`config.mk`:
```
export PLATFORM = sky130hd
export DESIGN_NAME = exe_stage
export DESIGN_NICKNAME = d
export VERILOG_FILES = /design/src/rtl/exe_stage.sv
export SDC_FILE = /design/constraint.sdc
export NUM_CORES = 1
export LEC_CHECK = 0
export CORE_MARGIN = 2
export CORE_UTILIZATION = 55
export CTS_CLUSTER_DIAMETER = 50
export DETAILED_ROUTE_END_ITERATION = 10
export GPL_TIMING_DRIVEN = 0
export PLACE_DENSITY = 0.95
export SLEW_MARGIN = 10
export SYNTH_ARGS = -nofsm -noshare
export SYNTH_HDL_FRONTEND = slang
export SYNTH_SLANG_ARGS = --single-unit
```
`constraint.sdc`:
```
create_clock -name clk -period 4.3 [get_ports clk]
set_clock_uncertainty 0.05 [all_clocks]
set_input_delay 1.29 -clock clk [delete_from_list [all_inputs] [get_ports clk]]
set_output_delay 1.29 -clock clk [all_outputs]
set_load 0.01 [all_outputs]
```
`src/rtl/exe_stage.sv`:
```
// Execute stage: operand forwarding from MEM/WB, ALU, load-use bubble insertion, EXE/MEM register.
// Optional feature macro: EXE_FORWARDING_EN (forwarding muxes; otherwise any RAW match stalls).
module exe_stage #(
    parameter int DW = 32,
    parameter int RW = 5
) (
    input  logic          clk,
    input  logic          rstn,
    input  logic [3:0]    exe_cmd_in,
    input  logic          mem_r_en_in,
    input  logic          mem_w_en_in,
    input  logic          wb_en_in,
    input  logic          imm_sel_in,
    input  logic [RW-1:0] dest_in,
    input  logic [RW-1:0] src1_in,
    input  logic [RW-1:0] src2_in,
    input  logic [DW-1:0] val1_in,
    input  logic [DW-1:0] val2_in,
    input  logic [DW-1:0] st_value_in,
    input  logic [DW-1:0] pc_in,
    input  logic          wb_wb_en,
    input  logic [RW-1:0] wb_dest,
    input  logic [DW-1:0] wb_value,
    input  logic          hold_in,
    input  logic          flush_in,
    output logic          stall_req,
    output logic [DW-1:0] alu_result,
    output logic [DW-1:0] st_value,
    output logic [RW-1:0] dest,
    output logic [DW-1:0] pc_out,
    output logic          mem_r_en,
    output logic          mem_w_en,
    output logic          wb_en
);
    localparam logic [3:0] NOP = 4'd10;

    typedef struct packed {
        logic          mem_r_en;
        logic          mem_w_en;
        logic          wb_en;
        logic [RW-1:0] dest;
        logic [DW-1:0] alu;
        logic [DW-1:0] st;
        logic [DW-1:0] pc;
    } exmem_t;

    exmem_t q, cap;

    // src2 only counts as a read when it is a register operand or store data
    logic use2;
    assign use2 = !imm_sel_in || mem_w_en_in;

    function automatic logic raw(input logic [RW-1:0] d, input logic [RW-1:0] s1,
                                 input logic [RW-1:0] s2, input logic u2);
        return (d != '0) && ((d == s1) || ((d == s2) && u2));
    endfunction

    logic ld_hit, hazard;
    logic [DW-1:0] op1, op2, st_data;

    assign ld_hit = q.mem_r_en && raw(q.dest, src1_in, src2_in, use2);

`ifdef EXE_FORWARDING_EN
    // MEM wins over WB; a load's MEM value is not ready, so it never forwards
    function automatic logic [DW-1:0] fwd(input logic [RW-1:0] src, input logic [DW-1:0] rf,
                                          input exmem_t m, input logic we,
                                          input logic [RW-1:0] wd, input logic [DW-1:0] wv);
        if (src == '0)                                   return rf;
        else if (m.wb_en && !m.mem_r_en && m.dest == src) return m.alu;
        else if (we && wd == src)                        return wv;
        else                                             return rf;
    endfunction

    assign op1     = fwd(src1_in, val1_in, q, wb_wb_en, wb_dest, wb_value);
    assign op2     = imm_sel_in ? val2_in : fwd(src2_in, val2_in, q, wb_wb_en, wb_dest, wb_value);
    assign st_data = fwd(src2_in, st_value_in, q, wb_wb_en, wb_dest, wb_value);
    assign hazard  = ld_hit && (exe_cmd_in != NOP) && !flush_in;
`else
    logic ex_hit, wb_hit, unused_wb;
    assign op1       = val1_in;
    assign op2       = val2_in;
    assign st_data   = st_value_in;
    assign unused_wb = ^wb_value;
    assign ex_hit    = q.wb_en && raw(q.dest, src1_in, src2_in, use2);
    assign wb_hit    = wb_wb_en && raw(wb_dest, src1_in, src2_in, use2);
    assign hazard    = (ld_hit || ex_hit || wb_hit) && (exe_cmd_in != NOP) && !flush_in;
`endif

    assign stall_req = hazard && !hold_in;

    logic [DW-1:0] alu;
    logic          op_ok;
    logic [4:0]    sh;
    assign sh = op2[4:0];

    always_comb begin
        alu   = '0;
        op_ok = 1'b1;
        case (exe_cmd_in)
            4'd0:       alu = op1 + op2;
            4'd1:       alu = op1 - op2;
            4'd2:       alu = op1 & op2;
            4'd3:       alu = op1 | op2;
            4'd4:       alu = ~(op1 | op2);
            4'd5:       alu = op1 ^ op2;
            4'd6, 4'd7: alu = op1 << sh;
            4'd8:       alu = DW'($signed(op1) >>> sh);
            4'd9:       alu = op1 >> sh;
            default:    op_ok = 1'b0;
        endcase
    end

    always_comb begin
        cap          = '0;
        cap.mem_r_en = mem_r_en_in && op_ok;
        cap.mem_w_en = mem_w_en_in && op_ok;
        cap.wb_en    = wb_en_in && op_ok;
        cap.dest     = dest_in;
        cap.alu      = alu;
        cap.st       = st_data;
        cap.pc       = pc_in;
    end

    // flush > hold > hazard bubble > capture; an all-zero word is a bubble
    always_ff @(posedge clk or negedge rstn) begin
        if (!rstn)         q <= '0;
        else if (flush_in) q <= '0;
        else if (!hold_in) q <= hazard ? '0 : cap;
    end

    assign alu_result = q.alu;
    assign st_value   = q.st;
    assign dest       = q.dest;
    assign pc_out     = q.pc;
    assign mem_r_en   = q.mem_r_en;
    assign mem_w_en   = q.mem_w_en;
    assign wb_en      = q.wb_en;
endmodule

```
==> out/metrics.cfg, run 1 <==
[floorplan]
rows=53
die_h_um=151
start_util_pct=56.3
die_w_um=151
pin_count=298

[logic_synthesis]
syn_inst=1402
synth_cell_type_count=77
synth_area_leaders=dfrtp_1, ha_1, mux4_2
synth_fa_ha_area_share_pct=10.4
synth_edf_count=0
ys_dominant_reg_cell=dfrtp_1
synthDominantCellAreaShare_pct=21.9
synth-compound-area-share_pct=28.9
syn-cell-area_um2=11900
muxShareOfSynthArea_pct=13.5
ys_warn_count=0
ys_ff_latch=104
synth_top_cell_by_area=dfrtp_1
async_flop_share_pct=100
synth-xor-area-share_pct=5.67
synth_top_family_by_area=compound AO/OA/AOI/OAI gates
syn_avg_cell_area_um2=8.47
synth-seq-area-share_pct=21.9
synth-simple-area-share_pct=13.4
syn_nets=1693

[outcome]
status=aborted with a tool error
lastStage=global routing (5_1_grt)
error_message=[ERROR GRT-0232] Routing congestion too high. Check the congestion heatmap in the GUI.

[cts]
clockRootBuffer=clkbuf_16
cts_buffer_depth=2
h-tree-depth=3
cts.sinks=104
cts_made_buffers=9
postCtsHoldBufs=0

[global_routing]
grt-ovfl-total=53
grt_max_degree=66
groute.usage.overall_pct=71.6

[place]
dp_hpwl_um=46600
gp_congestion=1.16
place.port_buffers=264

[sta]
postGrtWorstEndpoint=alu_result[30]$_DFFE_PN0P_/D
worst_endpoint_kind=register data pin

[metal layers]
metal  global-route usage [%]  overflow
met1                     73.4         3
met2                     88.5        24
met3                     54.6         1
met4                     68.0        25
met5                     25.9         0
[cells by family after synthesis]
family          after synthesis
fa+ha+maj                    98
simple gates                347
mux                         101
compound gates              488
xor+xnor                     76
flops                       104
buf+inv                     188
[Yosys cell counts, types with 8 or more instances]
master and count:
ha_1 97, nand4_1 16, buf_2 25, mux2i_1 38, nor2_1 88, a31oi_1 19
nand2_1 158, a21oi_1 89, nor3_1 17, a211oi_1 28, clkbuf_1 76, buf_1 10
o21ai_0 82, o211ai_1 13, nand3_1 10, inv_1 76, a22o_1 80, dfrtp_1 104
xor2_1 27, xnor2_1 48, a221oi_1 17, a22oi_1 12, o31ai_1 14, mux4_2 45
a21o_1 19, a222oi_1 8, a221o_1 9, o21ai_1 22, nor2b_1 9, o2111ai_1 13
mux2_2 18
[through the flow]
| step | hold WS (ns) | instances | utilization [%] | setup WS (ns) | cell area [µm²] |
|---|---|---|---|---|---|
| 2_1_floorplan | 0.473 | 1402 | - | -0.601 | 12100 |
| 3_3_place_gp | 0.416 | 1941 | 71.5 | -2.04 | 15100 |
| 3_5_place_dp | 0.432 | 1942 | 71.6 | -2.13 | 15100 |
| 4_1_cts | 0.449 | 2008 | 77.7 | -0.925 | 16400 |
[what timing repair did]
action	4_1_cts
resized for setup	179
gates cloned	1
hold endpoints to repair	0
setup buffers	70
setup endpoints to repair	33
pin swaps	88
==> run 2: changes to the inputs <==
--- a/config.mk
+++ b/config.mk
@@ -6,11 +6,10 @@
 export NUM_CORES = 1
 export LEC_CHECK = 0
 export CORE_MARGIN = 2
-export CORE_UTILIZATION = 55
-export CTS_CLUSTER_DIAMETER = 50
+export CORE_UTILIZATION = 40
 export DETAILED_ROUTE_END_ITERATION = 10
 export GPL_TIMING_DRIVEN = 0
-export PLACE_DENSITY = 0.95
+export PLACE_DENSITY_LB_ADDON = 0.15
 export SLEW_MARGIN = 10
 export SYNTH_ARGS = -nofsm -noshare
 export SYNTH_HDL_FRONTEND = slang
==> out/metrics.cfg, run 2 <==
[global_routing]
grt_max_degree=78
grt_pass1_vias=13900
groute.usage.overall_pct=40.5
grt_antenna_before_repair=7
grt_pass1_wl_um=92700
grt-ovfl-total=0

[worst_setup_path]
path_class=primary input to flip-flop
reg2reg_to=alu_result[20]
endpoint_kind=flip-flop
required_ns=4.53
cp_max_fo=4
reg2reg_from=dest[2]
rrSetupSlack_ns=0.88
start_kind=primary input
worstRegToRegCells=9
crit_arrival_ns=5.30

[sta]
finalHoldViolCount=0
fin_ws_ns=-0.764
min_period_ns=5.06
post-route-period-util_pct=118
worst_pin_slew_ns=1.30
drv_slew=0
fin_tns_setup_ns=-9.40
max-slew-margin-rel_pct=13.0
fmax_ghz=0.197
finalSetupViolations=19
rsz0062_at_grt=true

[outcome]
violations=setup timing
status=finished, violations left

[finish]
layout.cells.most_common=clkdlybuf4s50_1
drive_above_1_share_pct=22.7
stdcell_count=2196
area_growth_pct=48.7
most-common-layout-cells=clkdlybuf4s50_1, nand2_1, buf_4, dfrtp_1, ha_1
final_nets=2089
final_area_um2=17600
fillers=2555

[place]
dp_hpwl_um=49600
post-place-cells=2058
place.port_buffers=264
gp_congestion=1.05
place_area_um2=15300

[cts]
clkLatencyLatePin_ns=0.36
cts.sinks=104
cts_buffer_depth=2
postCtsHoldBufs=0
clockRootBuffer=clkbuf_16
cts_made_buffers=9
cts_tree=built
clkTransAtPathRegs_ns=0.09
h-tree-depth=3

[floorplan]
die_h_um=176
rows=63
start_util_pct=40.4
die-area_um2=31100
pin_count=298
core_area_um2=29400
die_w_um=176

[logic_synthesis]
async_flop_share_pct=100
syn-cell-area_um2=11900
syn_avg_cell_area_um2=8.47
synth_cell_type_count=77
synthDominantCellAreaShare_pct=21.9
ys_dominant_reg_cell=dfrtp_1
yosys-top-cells-count=nand2_1, dfrtp_1, ha_1
synth_area_leaders=dfrtp_1, ha_1, mux4_2
synth_edf_count=0
ys_ff_latch=104
ys_warn_count=0
synth-seq-area-share_pct=21.9
yosysMostFrequentCell=nand2_1
syn_inst=1402
syn_nets=1693
synth_top_cell_by_area=dfrtp_1

[job]
maxCapViolCount=0

[route]
drtPass1Iterations=5
drc=0
first_iter_violations=1532
dr_total_vias=14300
vias_per_cell=6.50
wl_um=65000
detail-route-antenna-nets=0
wl_per_cell_um=29.6

[hold_path]
hold_path_end=alu_result[4]
min_path_type=flip-flop to flip-flop
whs_path_depth=2
hp-start=alu_result[4]

[power_and_ir_drop]
power_density_nw_per_um2=229
vdd_ir_drop_max_uv=188
p_leak_nw=7.56

-- run 2: through the flow --
step                      utilization [%]  power [mW]  worst slack, ns  hold slack (ns)
after detailed placement             51.9        2.74            -2.29            0.426
after global routing                 60.0        4.19           -0.856            0.458
after floorplan                         -        1.97           -0.601            0.473
after global placement               51.8        2.72            -2.24            0.417
after CTS                            58.1        3.87           -0.911            0.441
final                                60.0        4.04           -0.764            0.437
-- run 2: kinds of logic (layout without fill, tap and decap cells) --
logic type,count (synthesis),after routing,share of synthesized area [%]
AOI/OAI and AO/OA,488,488,28.9
and+or+nand+nor,347,347,13.4
buffers and inverters,188,589,6.21
DFF,104,104,21.9
muxes,101,101,13.5
adders and majority gates,98,98,10.4
xor gates and xnor gates,76,76,5.67
other,0,3,0
-- run 2: repair_timing --
item | 4_1_cts | 5_1_grt
gates resized for setup | 248 | 118
pin swaps | 110 | 86
hold endpoints to repair | 0 | 0
endpoints found under the setup margin | 33 | 31
cloned | 1 | 1
buffers inserted | 102 | 43
-- run 2: report_power, final --
part	leakage, nW	internal [mW]	switching, mW
logic	6.01	0.913	1.18
clock network	0.153	0.468	0.419
registers	1.40	1.03	0.0352
-- run 2: layout make-up --
cell class	count	area, µm²	share of cell area [%]
Antenna cell	3	7.51	0.0426
Buffer	97	689	3.91
Clock buffer	10	229	1.30
Clock inverter	6	83.8	0.475
Inverter	77	297	1.68
Multi-Input combinational cell	1110	9450	53.6
Sequential cell	104	2600	14.8
Tap cell	390	488	2.77
Timing Repair Buffer	399	3800	21.5
-- run 2: how the worst max path moves through the flow --
| stage | depth (start not counted) | slack [ns] | end | from |
|---|---|---|---|---|
| after global placement | 1 | -2.24 | alu_result[0] | rstn |
| after global routing | 19 | -0.86 | alu_result[30] | val2_in[6] |
| final | 19 | -0.76 | alu_result[30] | val2_in[6] |
| after floorplan | 16 | -0.60 | alu_result[28] | val2_in[6] |
| after detailed placement | 16 | -2.29 | alu_result[30] | val2_in[4] |
| after CTS | 18 | -0.91 | alu_result[28] | val2_in[3] |
-- run 2: layer usage --
metal  global-route usage (%)  share of wire (%)  vias up
li1                         -                  -     6097
met1                     48.2                 37     6941
met2                     65.3                 44      977
met3                     12.5                 12      254
met4                     22.3                7.0        6
met5                        0              0.062        -
-- run 2: worst max-delay path: stages --
cell      delay, ns
buf_8          0.10
nor4_4         0.32
nand4_1        0.19
buf_4          0.18
or3_4          0.34
or4_4          0.47
buf_6          0.15
o31ai_4        0.17
xnor2_1        0.09
ha_1           0.31
buf_8          0.11
nand3_2        0.10
nor2_4         0.14
nand2_2        0.10
a211oi_4       0.27
or2_4          0.23
a31oi_4        0.10
or4_1          0.52
o211ai_1       0.10
Note: power is estimated with default switching activity, not from simulation.
